===== config.mk =====
export PLATFORM = sky130hd
export DESIGN_NAME = projectile_engine
export DESIGN_NICKNAME = d
export VERILOG_FILES = /design/src/rtl/rager_pkg.sv /design/src/rtl/projectile_engine_bullet_hit.sv /design/src/rtl/projectile_engine.sv
export SDC_FILE = /design/constraint.sdc
export NUM_CORES = 1
export LEC_CHECK = 0
export BUFFER_PORTS_ARGS = -buffer_cell sky130_fd_sc_hd__buf_2
export CORE_MARGIN = 2
export CORE_UTILIZATION = 40
export DETAILED_ROUTE_END_ITERATION = 10
export GPL_ROUTABILITY_DRIVEN = 0
export HOLD_SLACK_MARGIN = 0.1
export SETUP_SLACK_MARGIN = 0.15
export SLEW_MARGIN = 20
export SYNTH_ARGS = -nofsm -noshare
export SYNTH_HDL_FRONTEND = slang
export SYNTH_SLANG_ARGS = --single-unit
export TNS_END_PERCENT = 5

===== constraint.sdc =====
create_clock -name Clk -period 7.2 [get_ports Clk]
set_input_delay 1.08 -clock Clk [delete_from_list [all_inputs] [get_ports Clk]]
set_output_delay 1.08 -clock Clk [all_outputs]
set_load 0.01 [all_outputs]

===== src/rtl/rager_pkg.sv =====
// Shared types for the rager game video blocks.
//   SCREEN_W / SCREEN_H : visible raster size in pixels
//   coord_t             : 10-bit pixel coordinate
//   bullet_t            : one projectile pool slot {active, x, y}
//   proj_state_t        : projectile_engine frame-update FSM encoding
package rager_pkg;

   localparam int SCREEN_W = 640;
   localparam int SCREEN_H = 480;

   typedef logic [9:0] coord_t;

   typedef struct packed {
      logic   active;
      coord_t x;
      coord_t y;
   } bullet_t;

   typedef enum logic [1:0] {
      IDLE  = 2'd0,
      MOVE  = 2'd1,
      SPAWN = 2'd2
   } proj_state_t;

endpackage


===== src/rtl/projectile_engine_bullet_hit.sv =====
// bullet_hit: combinational box test of one pool slot against the current pixel.
//   slot   in  : pool slot (active, centre x/y)
//   draw_x in  : current pixel column
//   draw_y in  : current pixel row
//   hit    out : slot is live and the pixel lies within +/-SIZE of its centre
module bullet_hit
   import rager_pkg::*;
#(
   parameter int SIZE = 2
) (
   input  bullet_t slot,
   input  coord_t  draw_x,
   input  coord_t  draw_y,
   output logic    hit
);

   localparam logic signed [10:0] LIM = 11'(SIZE);

   logic signed [10:0] dx;
   logic signed [10:0] dy;

   // Zero-extend to 11 bits so the difference of two 10-bit coordinates is exact.
   assign dx = $signed({1'b0, draw_x}) - $signed({1'b0, slot.x});
   assign dy = $signed({1'b0, draw_y}) - $signed({1'b0, slot.y});

   assign hit = slot.active
              && (dx >= -LIM) && (dx <= LIM)
              && (dy >= -LIM) && (dy <= LIM);

endmodule


===== src/rtl/projectile_engine.sv =====
// projectile_engine: player bullet pool for the rager VGA game.
// Spawns a bullet at the player on the shoot key, moves live bullets up once
// per frame (on the vsync falling edge) and answers a registered per-pixel
// "bullet here?" query for color_mapper.
//
// Ports:
//   Clk          in  : system clock
//   Reset        in  : asynchronous, active-high clear
//   vsync        in  : VGA vertical sync, active-low, Clk domain
//   Start        in  : game running; low clears and holds the pool
//   keycodeshoot in  : keycode from the SoC PIO
//   Player_X/Y   in  : spawn position
//   DrawX/DrawY  in  : current pixel
//   bullet_on    out : pixel from the previous cycle lies inside a live bullet
//   fire_evt     out : one-cycle pulse, high in the cycle a new bullet appears
//   active_count out : number of live slots (one cycle behind slot state)
//
// Build option: define RAGER_AUTOFIRE_EN to refire while the key is held
// (rate limited by COOLDOWN_FRAMES); otherwise each press fires at most once.
//
// state | meaning
// IDLE  | wait for the frame tick (vsync falling edge) while Start is high
// MOVE  | advance/retire every live slot, step cooldown, sample the shoot key
// SPAWN | place a bullet in the lowest free slot if triggered and allowed
module projectile_engine
   import rager_pkg::*;
#(
   parameter int         NUM_BULLETS     = 4,
   parameter int         BULLET_SPEED    = 4,
   parameter int         BULLET_SIZE     = 2,
   parameter int         COOLDOWN_FRAMES = 8,
   parameter logic [7:0] SHOOT_KEY       = 8'h2C
) (
   input  logic                             Clk,
   input  logic                             Reset,
   input  logic                             vsync,
   input  logic                             Start,
   input  logic [7:0]                       keycodeshoot,
   input  logic [9:0]                       Player_X,
   input  logic [9:0]                       Player_Y,
   input  logic [9:0]                       DrawX,
   input  logic [9:0]                       DrawY,
   output logic                             bullet_on,
   output logic                             fire_evt,
   output logic [$clog2(NUM_BULLETS+1)-1:0] active_count
);

   localparam int     CNT_W    = $clog2(NUM_BULLETS + 1);
   // +2 keeps the counter at least one bit wide when COOLDOWN_FRAMES is 0.
   localparam int     CD_W     = $clog2(COOLDOWN_FRAMES + 2);
   localparam coord_t RETIRE_Y = coord_t'(BULLET_SPEED + BULLET_SIZE);
   localparam coord_t STEP     = coord_t'(BULLET_SPEED);

   proj_state_t      state_q, state_d;
   bullet_t          slot_q [NUM_BULLETS];
   bullet_t          slot_d [NUM_BULLETS];
   logic [CD_W-1:0]  cooldown_q, cooldown_d;
   logic             vsync_q;
   logic             pressed_q, pressed_d;
   logic             pressed_prev_q, pressed_prev_d;
   logic             fire_q, fire_d;
   logic             bullet_on_q, bullet_on_d;
   logic [CNT_W-1:0] count_q, count_d;

   logic                   tick;
   logic                   trigger;
   logic                   free_any;
   logic                   placed;
   logic                   spawn_ok;
   logic [NUM_BULLETS-1:0] hit_vec;

   assign tick = vsync_q & ~vsync;

`ifdef RAGER_AUTOFIRE_EN
   assign trigger = pressed_q;
`else
   // Edge detect across frames: the key must be seen released at a tick first.
   assign trigger = pressed_q & ~pressed_prev_q;
`endif

   for (genvar g = 0; g < NUM_BULLETS; g++) begin : g_hit
      bullet_hit #(
         .SIZE (BULLET_SIZE)
      ) u_hit (
         .slot   (slot_q[g]),
         .draw_x (DrawX),
         .draw_y (DrawY),
         .hit    (hit_vec[g])
      );
   end

   always_comb begin
      state_d        = state_q;
      cooldown_d     = cooldown_q;
      pressed_d      = pressed_q;
      pressed_prev_d = pressed_prev_q;
      spawn_ok       = 1'b0;
      placed         = 1'b0;
      free_any       = 1'b0;
      for (int i = 0; i < NUM_BULLETS; i++) begin
         slot_d[i] = slot_q[i];
         if (!slot_q[i].active) free_any = 1'b1;
      end

      case (state_q)
         IDLE: begin
            if (tick) state_d = MOVE;
         end
         MOVE: begin
            for (int i = 0; i < NUM_BULLETS; i++) begin
               if (slot_q[i].active) begin
                  if (slot_q[i].y < RETIRE_Y) slot_d[i].active = 1'b0;
                  else                        slot_d[i].y = slot_q[i].y - STEP;
               end
            end
            if (cooldown_q != '0) cooldown_d = cooldown_q - 1'b1;
            pressed_d      = (keycodeshoot == SHOOT_KEY);
            pressed_prev_d = pressed_q;
            state_d        = SPAWN;
         end
         SPAWN: begin
            if (trigger && (cooldown_q == '0) && free_any) begin
               spawn_ok   = 1'b1;
               cooldown_d = CD_W'(COOLDOWN_FRAMES);
               for (int i = 0; i < NUM_BULLETS; i++) begin
                  if (!placed && !slot_q[i].active) begin
                     placed    = 1'b1;
                     slot_d[i] = '{active: 1'b1, x: Player_X, y: Player_Y};
                  end
               end
            end
            state_d = IDLE;
         end
         default: state_d = IDLE;
      endcase

      // Start low wins over any frame update in flight.
      if (!Start) begin
         state_d        = IDLE;
         cooldown_d     = '0;
         pressed_d      = 1'b0;
         pressed_prev_d = 1'b0;
         spawn_ok       = 1'b0;
         for (int i = 0; i < NUM_BULLETS; i++) slot_d[i] = '0;
      end
   end

   always_comb begin
      count_d = '0;
      for (int i = 0; i < NUM_BULLETS; i++) count_d = count_d + CNT_W'(slot_q[i].active);
   end

   assign fire_d      = spawn_ok;
   assign bullet_on_d = |hit_vec;

   always_ff @(posedge Clk or posedge Reset) begin
      if (Reset) begin
         state_q        <= IDLE;
         cooldown_q     <= '0;
         vsync_q        <= 1'b0;
         pressed_q      <= 1'b0;
         pressed_prev_q <= 1'b0;
         fire_q         <= 1'b0;
         bullet_on_q    <= 1'b0;
         count_q        <= '0;
         for (int i = 0; i < NUM_BULLETS; i++) slot_q[i] <= '0;
      end else begin
         state_q        <= state_d;
         cooldown_q     <= cooldown_d;
         vsync_q        <= vsync;
         pressed_q      <= pressed_d;
         pressed_prev_q <= pressed_prev_d;
         fire_q         <= fire_d;
         bullet_on_q    <= bullet_on_d;
         count_q        <= count_d;
         for (int i = 0; i < NUM_BULLETS; i++) slot_q[i] <= slot_d[i];
      end
   end

   assign bullet_on    = bullet_on_q;
   assign fire_evt     = fire_q;
   assign active_count = count_q;

endmodule


# ---- After elaboration in Yosys (flattened, before gate mapping)
# Index checks and enable logic that the tools add are counted.
dict set report word_totals {
  register_bits 98
  inputBits 52
}
dict set report classes {
  add_sub_neg 16
  bitwise_logic 4
  n_reduce_logical 44
  mux 57
  n_lt_le_gt_ge 20
  eq_ne 26
}
# op count
set ops {}
lappend ops {{84-bit 2-to-1 mux} 2}
lappend ops {{10-bit 2-to-1 mux} 12}
lappend ops {{11-bit by 2-bit >= comparator with 1-bit output, second input constant} 8}
lappend ops {{11-bit by 3-bit less-or-equal comparator with 1-bit output, second input constant} 8}
lappend ops {{10-bit by 10-bit subtractor with 11-bit output} 8}
lappend ops {{11-bit one-hot mux with 2 select lines} 3}
lappend ops {{21-bit 2-to-1 mux} 3}
lappend ops {{3-bit != test, second input constant} 15}
lappend ops {{10-bit by 3-bit < comparator with 1-bit output, second input constant} 4}
lappend ops {{10-bit by 3-bit subtractor with 10-bit output, second input constant} 4}
lappend ops {{1-bit 2-to-1 mux} 27}
lappend ops {{3-bit AND reduction} 8}
lappend ops {{1-bit logical AND} 21}
lappend ops {{20-bit 2-to-1 mux} 1}
lappend ops {{10-bit one-hot mux with 2 select lines} 1}
lappend ops {{5-bit AND reduction} 4}
lappend ops {{4-bit 2-to-1 mux} 3}
lappend ops {{2-bit by 1-bit != test with 1-bit output, second input constant} 6}
lappend ops {{8-bit by 6-bit == test with 1-bit output, second input constant} 1}
lappend ops {{4-bit one-hot mux with 2 select lines} 1}
lappend ops {{1-bit zero test} 6}
lappend ops {{4-bit zero test} 1}
lappend ops {{2-bit 2-to-1 mux} 2}
lappend ops {{2-bit one-hot mux with 2 select lines} 1}
lappend ops {{other kinds (15)} 17}

# ---- Logic depth before layout (Yosys ltp)
# Gate-level depths: netlist of the first run.
dict set report logic_depth {
  depth_word 23
  depth_mapped 13
  ltp_nobuf 13
}

# ---- Hierarchy
# Synthesis of the first run repeated with hierarchy kept, for this count alone.
dict set report hier_totals {
  hier_cells 1074
  hier_area_um2 9441.6
}
# mod cells_each instances area_per_inst_um2 seq_area_each_um2
set modules_own_cells {}
lappend modules_own_cells {projectile_engine 448 1 4996.0 2452.4}
lappend modules_own_cells {{bullet_hit at g_hit[0].u_hit ...} 157 3 1121.1 0.0}
lappend modules_own_cells {{bullet_hit at g_hit[2].u_hit} 155 1 1082.3 0.0}

# ---- Worst setup path after synthesis of the first run
# OpenSTA, ideal clock, no wires.
dict set report synth_path {
  path_type {input to register}
  start {in DrawY[0]}
  end {reg bullet_on_q (netlist: bullet_on)}
  slack_ps 3476
  t_arrival_ps 3634
  n_path_buf 0
  t_required_ps 7110
  stages 13
  path_cell_list {inv_1 ha_1 inv_1 fa_1 a211oi_1 o21bai_1 a2111oi_0 nor3_2 mux2i_1 or4_1 nor4_1 o22ai_1 o2111ai_1}
}
dict set report synth_between {
  elab_chain_len 5
  word_cells_on_any_way 21
  cone_classes {4 x add/sub; 8 x order compare; 9 x reduce/logical}
}
# item line_no
set synth_lines {}
lappend synth_lines {{from (decl)} projectile_engine.sv:42} ;# input logic [9:0] DrawY,
lappend synth_lines {{10-bit by 10-bit subtractor with 11-bit output} projectile_engine_bullet_hit.sv:24} ;# assign dy = $signed({1'b0, draw_y}) - $signed({1'b0, slot.y});
lappend synth_lines {{11-bit by 2-bit >= comparator with 1-bit output} projectile_engine_bullet_hit.sv:28} ;# && (dy >= -LIM) && (dy <= LIM);
lappend synth_lines {{1-bit logical AND (2 in a row)} projectile_engine_bullet_hit.sv:28}
lappend synth_lines {{4-bit OR reduction *} projectile_engine.sv:154} ;# assign bullet_on_d = |hit_vec;
lappend synth_lines {{via bullet_on_d} projectile_engine.sv:62} ;# logic bullet_on_q, bullet_on_d;
lappend synth_lines {{to (signal assigned)} projectile_engine.sv:174} ;# bullet_on_q <= bullet_on_d;
lappend synth_lines {{to (decl)} projectile_engine.sv:62}
# The timed path passes the listed nets; every way through them passes the cells marked *.
# A chain may end at the register's enable or synchronous reset.

# ---- Final worst setup path of the first run
# Ends and elaborated chain as after synthesis.

==> results of run 1 <==
## metal layers
metal  share of wire [%]  global-route usage, %  up-vias
met5                   0                      0        -
met4                 2.3                   5.90        0
met3                 3.8                   3.54       27
met2                  47                   36.6      143
met1                  46                   28.8     3504
li1                    -                      -     3773
## synthesized netlist by cell type, types with 5 or more instances
master and number:
inv_1 111, o21ai_0 104, dfrtp_1 98, nand2_1 94, ha_1 91, nor2_1 71, a21oi_1 70, xnor2_1 34
nor3_1 26, nand3_1 21, clkbuf_1 20, and2_1 15, o21a_1 15, xor2_1 15, nor4_1 14, nand2b_1 12
a211oi_1 11, a21o_1 11, nand4_1 11, nor2b_1 10, o211ai_1 10, a22o_1 9, fa_1 9, mux2_2 9
a31oi_1 8, mux2i_1 8, o21bai_1 8, nand3b_1 7, a2111oi_0 6, a32o_1 6, a41o_1 6, and3_1 6
o31ai_1 6, or3_1 5
## logic make-up (layout without fill, tap and decap cells)
family          Yosys count  after routing  share of synthesized area [%]
xor+xnor                 49             49                           5.04
mux                      17             17                           2.13
simple gates            313            313                           18.0
flops                    98             98                           28.8
compound gates          315            315                           24.1
fa+ha+maj               100            100                           15.5
buf+inv                 140            190                           6.45
## power breakdown
group	total [mW]	leakage, nW	internal, mW	switching [mW]
logic	1.14	2.73	0.477	0.667
clock network	0.499	0.143	0.271	0.228
registers	0.726	1.29	0.639	0.0877
total	2.37	4.16	1.39	0.983
## final timing paths
check | endpoint | slack (ns) | depth (start not counted)
worst min-delay path | slot_q[0] | 0.52 | 1
min in group asynchronous | pressed_prev_q | 0.77 | 2
max in group asynchronous | slot_q[40] | 5.29 | 3
worst max register to register | slot_q[26] | 3.97 | 11
worst max-delay path | bullet_on | 3.48 | 14
worst min register to register | slot_q[0] | 0.52 | 1
## area by class of cell
| cell class | instances | share of cell area, % |
|---|---|---|
| clock buffer | 10 | 2.45 |
| clock inverter | 6 | 0.695 |
| inverter | 112 | 4.52 |
| multi-input combinational | 794 | 59.0 |
| sequential | 98 | 26.2 |
| tap | 275 | 3.68 |
| timing repair buffer | 62 | 3.48 |
## registers in the layout, indices dropped and copies added, names as in the netlist
| register | count |
|---|---|
| active_count | 3 |
| state_q | 2 |
| pressed_q | 1 |
| vsync_q | 1 |
| slot_q | 84 |
| bullet_on | 1 |
| pressed_prev_q | 1 |
| fire_evt | 1 |
| cooldown_q | 4 |
## worst max-delay path, stage by stage
cell and delay (ns):
buf_2 0.10, inv_1 0.15, ha_1 0.19, inv_1 0.06
fa_1 0.44, a211oi_1 0.26, o21bai_1 0.12, a2111oi_0 0.51
nor3_2 0.13, mux2i_1 0.14, or4_1 0.40, nor4_1 0.19
o22ai_1 0.12, o2111ai_1 0.11
## through the flow
stage	hold slack [ns]	power, mW	area [um2]	cells	worst slack, ns
final	0.522	2.37	9360	1357	3.48
after CTS	0.524	2.38	9360	1357	3.48
after global routing	0.530	2.57	9360	1357	3.20
after global placement	0.495	1.85	9060	1341	3.13
after detailed placement	0.509	1.87	9060	1341	3.12
after floorplan	0.478	1.61	8520	1032	3.48
==> key figures, run 1 <==
Run status
  – Status: completed

Floorplan
  – Area of the core: 21000 um2
  – Die area: 22500 um2
  – Die width: 150 um
  – Rows: 53
  – Initial core utilization: 40.6%
  – Height of the die: 150 um
  – Io pins: 57

Yosys
  – Ys flop type: dfrtp_1
  – Post-synth top area cell: dfrtp_1
  – Synth Instances: 1032
  – Library cells used by synthesis: 74
  – Post-synth EDFFs: 0
  – Seq cells post-synth: 98
  – Ys Warns: 0
  – Synth Net Count: 1184
  – Cells taking the most area after synthesis: dfrtp_1 (29%), ha_1 (13%), o21ai_0 (6.1%), inv_1 (4.9%), nand2_1 (4.1%)
  – Synth Cell Area: 8520 um2
  – Async SR Flop Fraction: 100%
  – Synth top area share: 28.8%
  – Post-synthesis sequential area ratio: 28.8%
  – Syn_area_per_cell: 8.25 um2

Layout
  – Fraction of final layout cells sized beyond drive strength 1: 10.2%
  – Commonest non-fill, non-tap cells in the layout: inv_1 (110), o21ai_0 (104), dfrtp_1 (98), nand2_1 (94), ha_1 (91)
  – Most common cell after layout, fill and taps aside: inv_1
  – Ant. Diodes: 0
  – FF+latch area: 2450 um2
  – FILL cells: 2142
  – Area growth from synthesis to layout: 9.89%
  – Nets@finish: 1229
  – Post-Route Utilization: 44.7%
  – Area occupied by multi-input gates: 5520 um2

STA
  – Worst-Margin Slew: 1.11 ns
  – Fin Setup TNS: 0 ns
  – Final Cycle Share: 51.7%
  – RSZ-0062 raised after global routing: no
  – Max transition margin: 25.9%
  – Final-report setup violation count: 0
  – Peak Freq: 269 MHz
  – Min Tclk post-route: 3.72 ns
  – Final hold vios: 0
  – Skew final: 0.00983 ns
  – Slew Viols, Final: 0

Critical path
  – Req. time, crit path: 7.48 ns
  – RR Startpoint: cooldown_q[0]
  – Critical path arrival: 4.00 ns
  – CP endpoint kind: register
  – CP max FO: 4
  – CP Launch Type: primary input
  – Worst Setup SP: DrawY[0]
  – Setup CP Type: in2reg

GRT
  – Wire length of the first global-routing pass: 37.7 mm
  – Congestion Overflow GR: 0
  – Vias in the first global route: 7109
  – Initial antenna violation count: 0
  – Largest net degree at the start of global routing: 57
  – GRT Resource Usage Total: 21.7%

Drt
  – DRC: 0
  – Wirelength per Cell: 17.4 um
  – Via count: 7447
  – WL final: 23.6 mm
  – DRT antenna net count: 0
  – Drt via density: 5.49
  – Drt first pass iters: 4
  – Initial DRC count: 533

Power
  – Pwr dens: 253 nW/um2
  – VDD IR max: 0.000158 V
  – Leak: 4.16 nW

Clocking
  – CTS tree: yes
  – Reg clk slew, reported paths: 0.07 ns
  – Clock sink count: 98
  – CTS Hold Bufs: 0
  – CTS buffer count: 9
  – Post-CTS Resized: 0
  – Clock root cell: clkbuf_16
  – Setup bufs post-CTS: 0
  – Worst skew pair latency: 0.36 ns
  – H-tree levels: 3
  – Buffer depth of the longest clock path: 2

Min path
  – Hold path startpoint: slot_q[0]
  – Worst hold path type: reg2reg

Placement
  – Post-DP HPWL: 17.9 mm
  – I/O Buffers: 56

Run
  – Max Cap Viol: 0
No activity file was read; power rests on OpenSTA's default activity.
==> inputs of run 2 (changes only) <==
Settings changed: ABC_AREA set to 1.
Clock period 7.2 ns to 3.4 ns, I/O delays scaled along.
==> run 2 against run 1 <==
Against the previous run: design area up 13%; wire length is 17% higher; clock-buffer cell count shrank 1; critical endpoint is now slot_q[72]; highest routed layer unchanged.
==> key figures, run 2 <==
Run status
  – Status: completed

GRT
  – Largest net degree at the start of global routing: 60
  – GRT Resource Usage Total: 21.9%
  – Wire length of the first global-routing pass: 44.7 mm
  – Initial antenna violation count: 0
  – Vias in the first global route: 8702
  – Congestion Overflow GR: 0

Power
  – Switch share: 48.9%
  – Pwr Total: 6.44 mW
  – Comb power frac: 58.1%
  – Leak: 5.71 nW
  – Pwr dens: 610 nW/um2
  – P_int: 3.29 mW
  – Psw: 3.15 mW
  – Clock power frac: 16.9%
  – Sequential power share: 25.0%
  – VDD IR max: 0.000391 V

Critical path
  – Req. time, crit path: 3.68 ns
  – RR Startpoint: cooldown_q[0]
  – CP endpoint kind: register
  – R2R cell count: 12
  – CP Launch Type: register
  – Cell Chain, Critical Path: inv_1 -> ha_1 -> nand2_1 -> nor2_1 -> nand4_1 -> nand2_1 -> nand2_4 -> nand2_4 -> inv_2 -> nor2_1 -> o311ai_0 -> o21ai_0
  – R2r setup slk: 0.75 ns
  – CP max FO: 16
  – Slowest-stage cell, CP: nor2_1
  – Buf/Inv on CP: 2
  – Critical path depth: 12
  – Critical path arrival: 2.92 ns
  – Setup CP Type: reg2reg
  – Worst reg2reg endpoint: slot_q[72]
  – Crit-path max cell delay: 0.77 ns
  – CP delay by family, top: simple AND/OR/NAND/NOR gates
  – Worst Setup SP: cooldown_q[0]

Layout
  – Reg with most FFs: slot_q
  – Ant. Diodes: 0
  – Nets@finish: 1704
  – Most common cell after layout, fill and taps aside: nand2_1
  – Max FFs per register: 84
  – Area growth from synthesis to layout: 9.65%
  – Commonest non-fill, non-tap cells in the layout: nand2_1 (445), inv_1 (264), nor2_1 (144), nand3_1 (129), dfrtp_1 (98)
  – Fraction of final layout cells sized beyond drive strength 1: 7.13%

Yosys
  – Post-synthesis sequential area ratio: 25.5%
  – Synth Instances: 1499
  – Library cells used by synthesis: 45
  – Post-synth EDFFs: 0
  – Synth top area share: 25.5%
  – Count leader, synth: nand2_1
  – Async SR Flop Fraction: 100%
  – Post-synth top area cell: dfrtp_1
  – Synth Net Count: 1651
  – Ys Warns: 0
  – Synth top cells by count: nand2_1 (445), inv_1 (265), nor2_1 (145), nand3_1 (129), dfrtp_1 (98)
  – Synth Cell Area: 9620 um2
  – Syn_area_per_cell: 6.42 um2
  – Ys flop type: dfrtp_1
  – Seq cells post-synth: 98
  – Cells taking the most area after synthesis: dfrtp_1 (26%), nand2_1 (17%), ha_1 (12%), inv_1 (10%), nand3_1 (6.7%)

Clocking
  – Worst skew pair latency: 0.37 ns
  – Clock sink count: 98
  – Setup bufs post-CTS: 0
  – Buffer depth of the longest clock path: 2
  – Post-CTS Resized: 0
  – H-tree levels: 3
  – Clock root cell: clkbuf_16
  – CTS tree: yes
  – CTS buffer count: 9
  – Reg clk slew, reported paths: 0.08 ns
  – CTS Hold Bufs: 0

Drt
  – DRT antenna net count: 0
  – Drt first pass iters: 5
  – Drt via density: 5.04
  – DRC: 0
  – Via count: 9463
  – Initial DRC count: 664
  – WL final: 27.5 mm
  – Wirelength per Cell: 14.7 um

STA
  – Peak Freq: 378 MHz
  – Slew Viols, Final: 0
  – Final-report setup violation count: 0
  – Worst-Margin Slew: 1.02 ns
  – Final hold vios: 0
  – Max transition margin: 32.1%
  – RSZ-0062 raised after global routing: no
  – Skew final: 0.0110 ns
  – Min Tclk post-route: 2.65 ns
  – Fin Setup TNS: 0 ns
  – Final Cycle Share: 77.8%

Floorplan
  – Area of the core: 23500 um2
  – Rows: 56
  – Io pins: 57
  – Initial core utilization: 40.8%
  – Die area: 25300 um2
  – Height of the die: 159 um
  – Die width: 159 um

Placement
  – Post-DP HPWL: 21.7 mm
  – I/O Buffers: 56

Min path
  – Worst hold path type: in2async

Run
  – Max Cap Viol: 0
-- run 2: cells by family (layout without fill, tap and decap cells) --
kind of cell / count (synthesis) / after routing / share of synthesized area [%]
AO/OA/AOI/OAI: 203 / 203 / 12.7
XOR/XNOR: 15 / 15 / 1.37
adder cells (fa/ha/maj): 100 / 100 / 13.7
buffers and inverters: 290 / 348 / 11.8
flip-flops: 98 / 98 / 25.5
AND/OR/NAND/NOR: 793 / 793 / 34.9
-- run 2: worst max-delay path by stage --
stage | endpoint | slack [ns]
finish | slot_q[72] | 0.75
global route | slot_q[72] | 0.53
CTS | slot_q[72] | 0.81
detailed placement | bullet_on | 0.55
global placement | bullet_on | 0.54
floorplan | active_count[0] | 0.33
-- run 2: final cells by class --
cell class | instances | area (um2)
Sequential cell | 98 | 2450
Clock buffer | 9 | 225
Clock inverter | 7 | 81.3
Multi-Input combinational cell | 1111 | 6030
Fill cell | 2491 | 13000
Timing Repair Buffer | 62 | 338
Inverter | 270 | 1020
Tap cell | 319 | 399
-- run 2: power by group through the flow --
stage	logic, mW	clock network [mW]	registers, mW
after floorplan	2.92	0	1.59
after global placement	3.68	0	1.63
after detailed placement	3.71	0	1.63
after CTS	3.73	1.11	1.61
after global routing	4.34	1.14	1.65
final	3.74	1.09	1.61
-- run 2: stage by stage --
stage	cells	setup WS, ns	utilization (%)	cell area [um2]	hold WS (ns)
final	1876	0.753	44.8	10500	0.192
after floorplan	1499	0.328	-	9620	0.450
after global routing	1876	0.534	44.8	10500	0.242
after CTS	1876	0.805	44.8	10500	0.213
after global placement	1860	0.544	43.5	10200	0.468
after detailed placement	1860	0.554	43.5	10200	0.474
-- run 2: layer usage --
| metal | part of all wire [%] | global-route usage (%) |
|---|---|---|
| met1 | 47 | 29.5 |
| met2 | 47 | 37.1 |
| met3 | 3.8 | 2.60 |
| met4 | 2.5 | 6.36 |
| met5 | 0 | 0 |
-- run 2: worst reg2reg max path, stage by stage (launching register included) --
cell and delay (ns):
dfrtp_1 0.36, inv_1 0.11, ha_1 0.21, nand2_1 0.07
nor2_1 0.13, nand4_1 0.13, nand2_1 0.11, nand2_4 0.08
nand2_4 0.10, inv_2 0.06, nor2_1 0.77, o311ai_0 0.28
o21ai_0 0.15
==> inputs of run 3 (changes only) <==
Settings changed: ABC_AREA 1 to 0.
Clock period 3.4 ns to 2.7 ns, I/O delays scaled along.
==> run 3 against run 2 <==
Against the previous run: utilization increased by 3.8 points; global-route usage decreased by 0.21 points; the run now ends with setup timing left; clock skew decreased by 0.0014 ns; sequential share of layout area increased by 0.82 points; wire length decreased by 13%; highest routed layer unchanged; critical path type unchanged.
==> key figures, run 3 (synthesis results as in run 1) <==
Drt
  – DRT antenna net count: 0
  – WL final: 24.0 mm
  – Drt first pass iters: 5
  – Initial DRC count: 435
  – Via count: 7827
  – DRC: 0
  – Drt via density: 5.43
  – Wirelength per Cell: 16.6 um

Layout
  – FILL cells: 2086
  – Post-Route Utilization: 48.6%
  – Fraction of final layout cells sized beyond drive strength 1: 18.2%
  – Max FFs per register: 84
  – Ant. Diodes: 0
  – Final Non-Filler Cells: 1442
  – Final Cell Area: 10200 um2
  – Area growth from synthesis to layout: 19.6%
  – Most common cell after layout, fill and taps aside: inv_1
  – Commonest non-fill, non-tap cells in the layout: inv_1 (108), o21ai_0 (99), dfrtp_1 (98), nand2_1 (94), ha_1 (90)
  – Reg with most FFs: slot_q
  – FF+latch area: 2450 um2
  – Area occupied by multi-input gates: 5620 um2
  – Nets@finish: 1314

GRT
  – Largest net degree at the start of global routing: 41
  – Congestion Overflow GR: 0
  – Wire length of the first global-routing pass: 38.0 mm
  – Initial antenna violation count: 0
  – Vias in the first global route: 7372
  – GRT Resource Usage Total: 21.7%

Clocking
  – CTS buffer count: 9
  – Clock root cell: clkbuf_16
  – Worst skew pair latency: 0.36 ns
  – Reg clk slew, reported paths: 0.07 ns
  – Buffer depth of the longest clock path: 2
  – Clock sink count: 98
  – CTS tree: yes
  – H-tree levels: 3
  – CTS Hold Bufs: 0

Critical path
  – Critical path arrival: 3.16 ns
  – CP max FO: 2
  – Worst Setup SP: slot_q[0]
  – Setup CP Type: reg2reg
  – Buf/Inv on CP: 1
  – Crit path to: bullet_on
  – Worst reg2reg endpoint: bullet_on
  – CP Launch Type: register
  – CP endpoint kind: register
  – Cell Chain, Critical Path: ha_1 -> inv_1 -> fa_2 -> a211oi_2 -> o21bai_2 -> a2111oi_4 -> nor3_2 -> mux2i_1 -> or4_4 -> nor4_4 -> o22ai_1 -> o2111ai_1
  – Critical path depth: 12
  – R2R cell count: 12
  – RR Startpoint: slot_q[0]
  – CP delay by family, top: compound AO/OA/AOI/OAI gates
  – Req. time, crit path: 2.97 ns
  – Slowest-stage cell, CP: or4_4
  – Crit-path max cell delay: 0.45 ns
  – R2r setup slk: -0.19 ns

Run status
  – Failing checks: setup timing
  – Status: finished, violations left

Floorplan
  – Io pins: 57
  – Die area: 22500 um2
  – Die width: 150 um
  – Rows: 53
  – Initial core utilization: 40.6%
  – Height of the die: 150 um
  – Area of the core: 21000 um2

Power
  – Leak: 4.62 nW
  – VDD IR max: 0.000463 V
  – Pwr dens: 663 nW/um2

Placement
  – Post-DP HPWL: 19.2 mm
  – Placed Area: 9740 um2
  – I/O Buffers: 56
  – Placed Cells: 1424

STA
  – Max transition margin: 24.5%
  – Min Tclk post-route: 2.89 ns
  – Peak Freq: 346 MHz
  – RSZ-0062 raised after global routing: yes
  – Final hold vios: 0
  – Skew final: 0.00965 ns
  – Fin worst setup slack: -0.192 ns
  – Final-report setup violation count: 1
  – Final Cycle Share: 107%
  – Slew Viols, Final: 0
  – Worst-Margin Slew: 1.12 ns

Min path
  – Worst hold path type: in2reg
  – Hold path startpoint: vsync

Run
  – Max Cap Viol: 0
[run 3: worst min path at each step]
| stage | to | slack, ns | cells after the start |
|---|---|---|---|
| 3_3_place_gp | slot_q[73] | 0.50 | 1 |
| 5_1_grt | vsync_q | 0.15 | 1 |
| 2_1_floorplan | vsync_q | 0.44 | 0 |
| 4_1_cts | vsync_q | 0.15 | 1 |
| 6_report | vsync_q | 0.16 | 1 |
| 3_5_place_dp | slot_q[73] | 0.51 | 1 |
[run 3: where the power goes]
group / internal, mW / switching [mW]
sequential: 1.70 / 0.208
clock: 0.756 / 0.609
combinational: 1.53 / 1.95
total: 3.99 / 2.77
[run 3: routing by layer]
metal / GRT usage (%) / part of all wire, % / vias to the layer above / wire length, um
met5: 0 / 0 / - / 0
met4: 6.08 / 2.2 / 0 / 521
met1: 28.2 / 45 / 3668 / 10800
met3: 3.26 / 4.2 / 35 / 1020
li1: - / - / 3951 / -
met2: 37.5 / 49 / 173 / 11700
[run 3: layout make-up]
type	instances	area share [%]
clock buffers	10	2.35
well taps	275	3.38
multi-input cells	794	55.2
inverters	112	4.16
flip-flops and latches	98	24.1
repair buffers	147	10.2
clock inverters	6	0.700
[run 3: worst reg2reg max path, cell delays in order, from the launching register on]
cell and delay (ns):
dfrtp_1 0.36, ha_1 0.17, inv_1 0.06, fa_2 0.37
a211oi_2 0.23, o21bai_2 0.12, a2111oi_4 0.38, nor3_2 0.09
mux2i_1 0.15, or4_4 0.45, nor4_4 0.21, o22ai_1 0.11
o2111ai_1 0.10
[run 3: metrics by stage]
stage	setup TNS, ns	worst slack [ns]	hold WS, ns	power, mW
2_1_floorplan	-0.255	-0.255	0.436	4.31
3_3_place_gp	-0.462	-0.462	0.500	5.23
3_5_place_dp	-0.551	-0.551	0.507	5.27
4_1_cts	-0.0981	-0.0981	0.152	6.70
5_1_grt	-0.339	-0.339	0.153	7.31
6_report	-0.192	-0.192	0.163	6.75
[run 3: repair_timing]
item / 4_1_cts / 5_1_grt
pin swaps: 3 / 8
setup buffers: 1 / 1
gates resized for setup: 9 / 24
endpoints found under the setup margin: 5 / 32
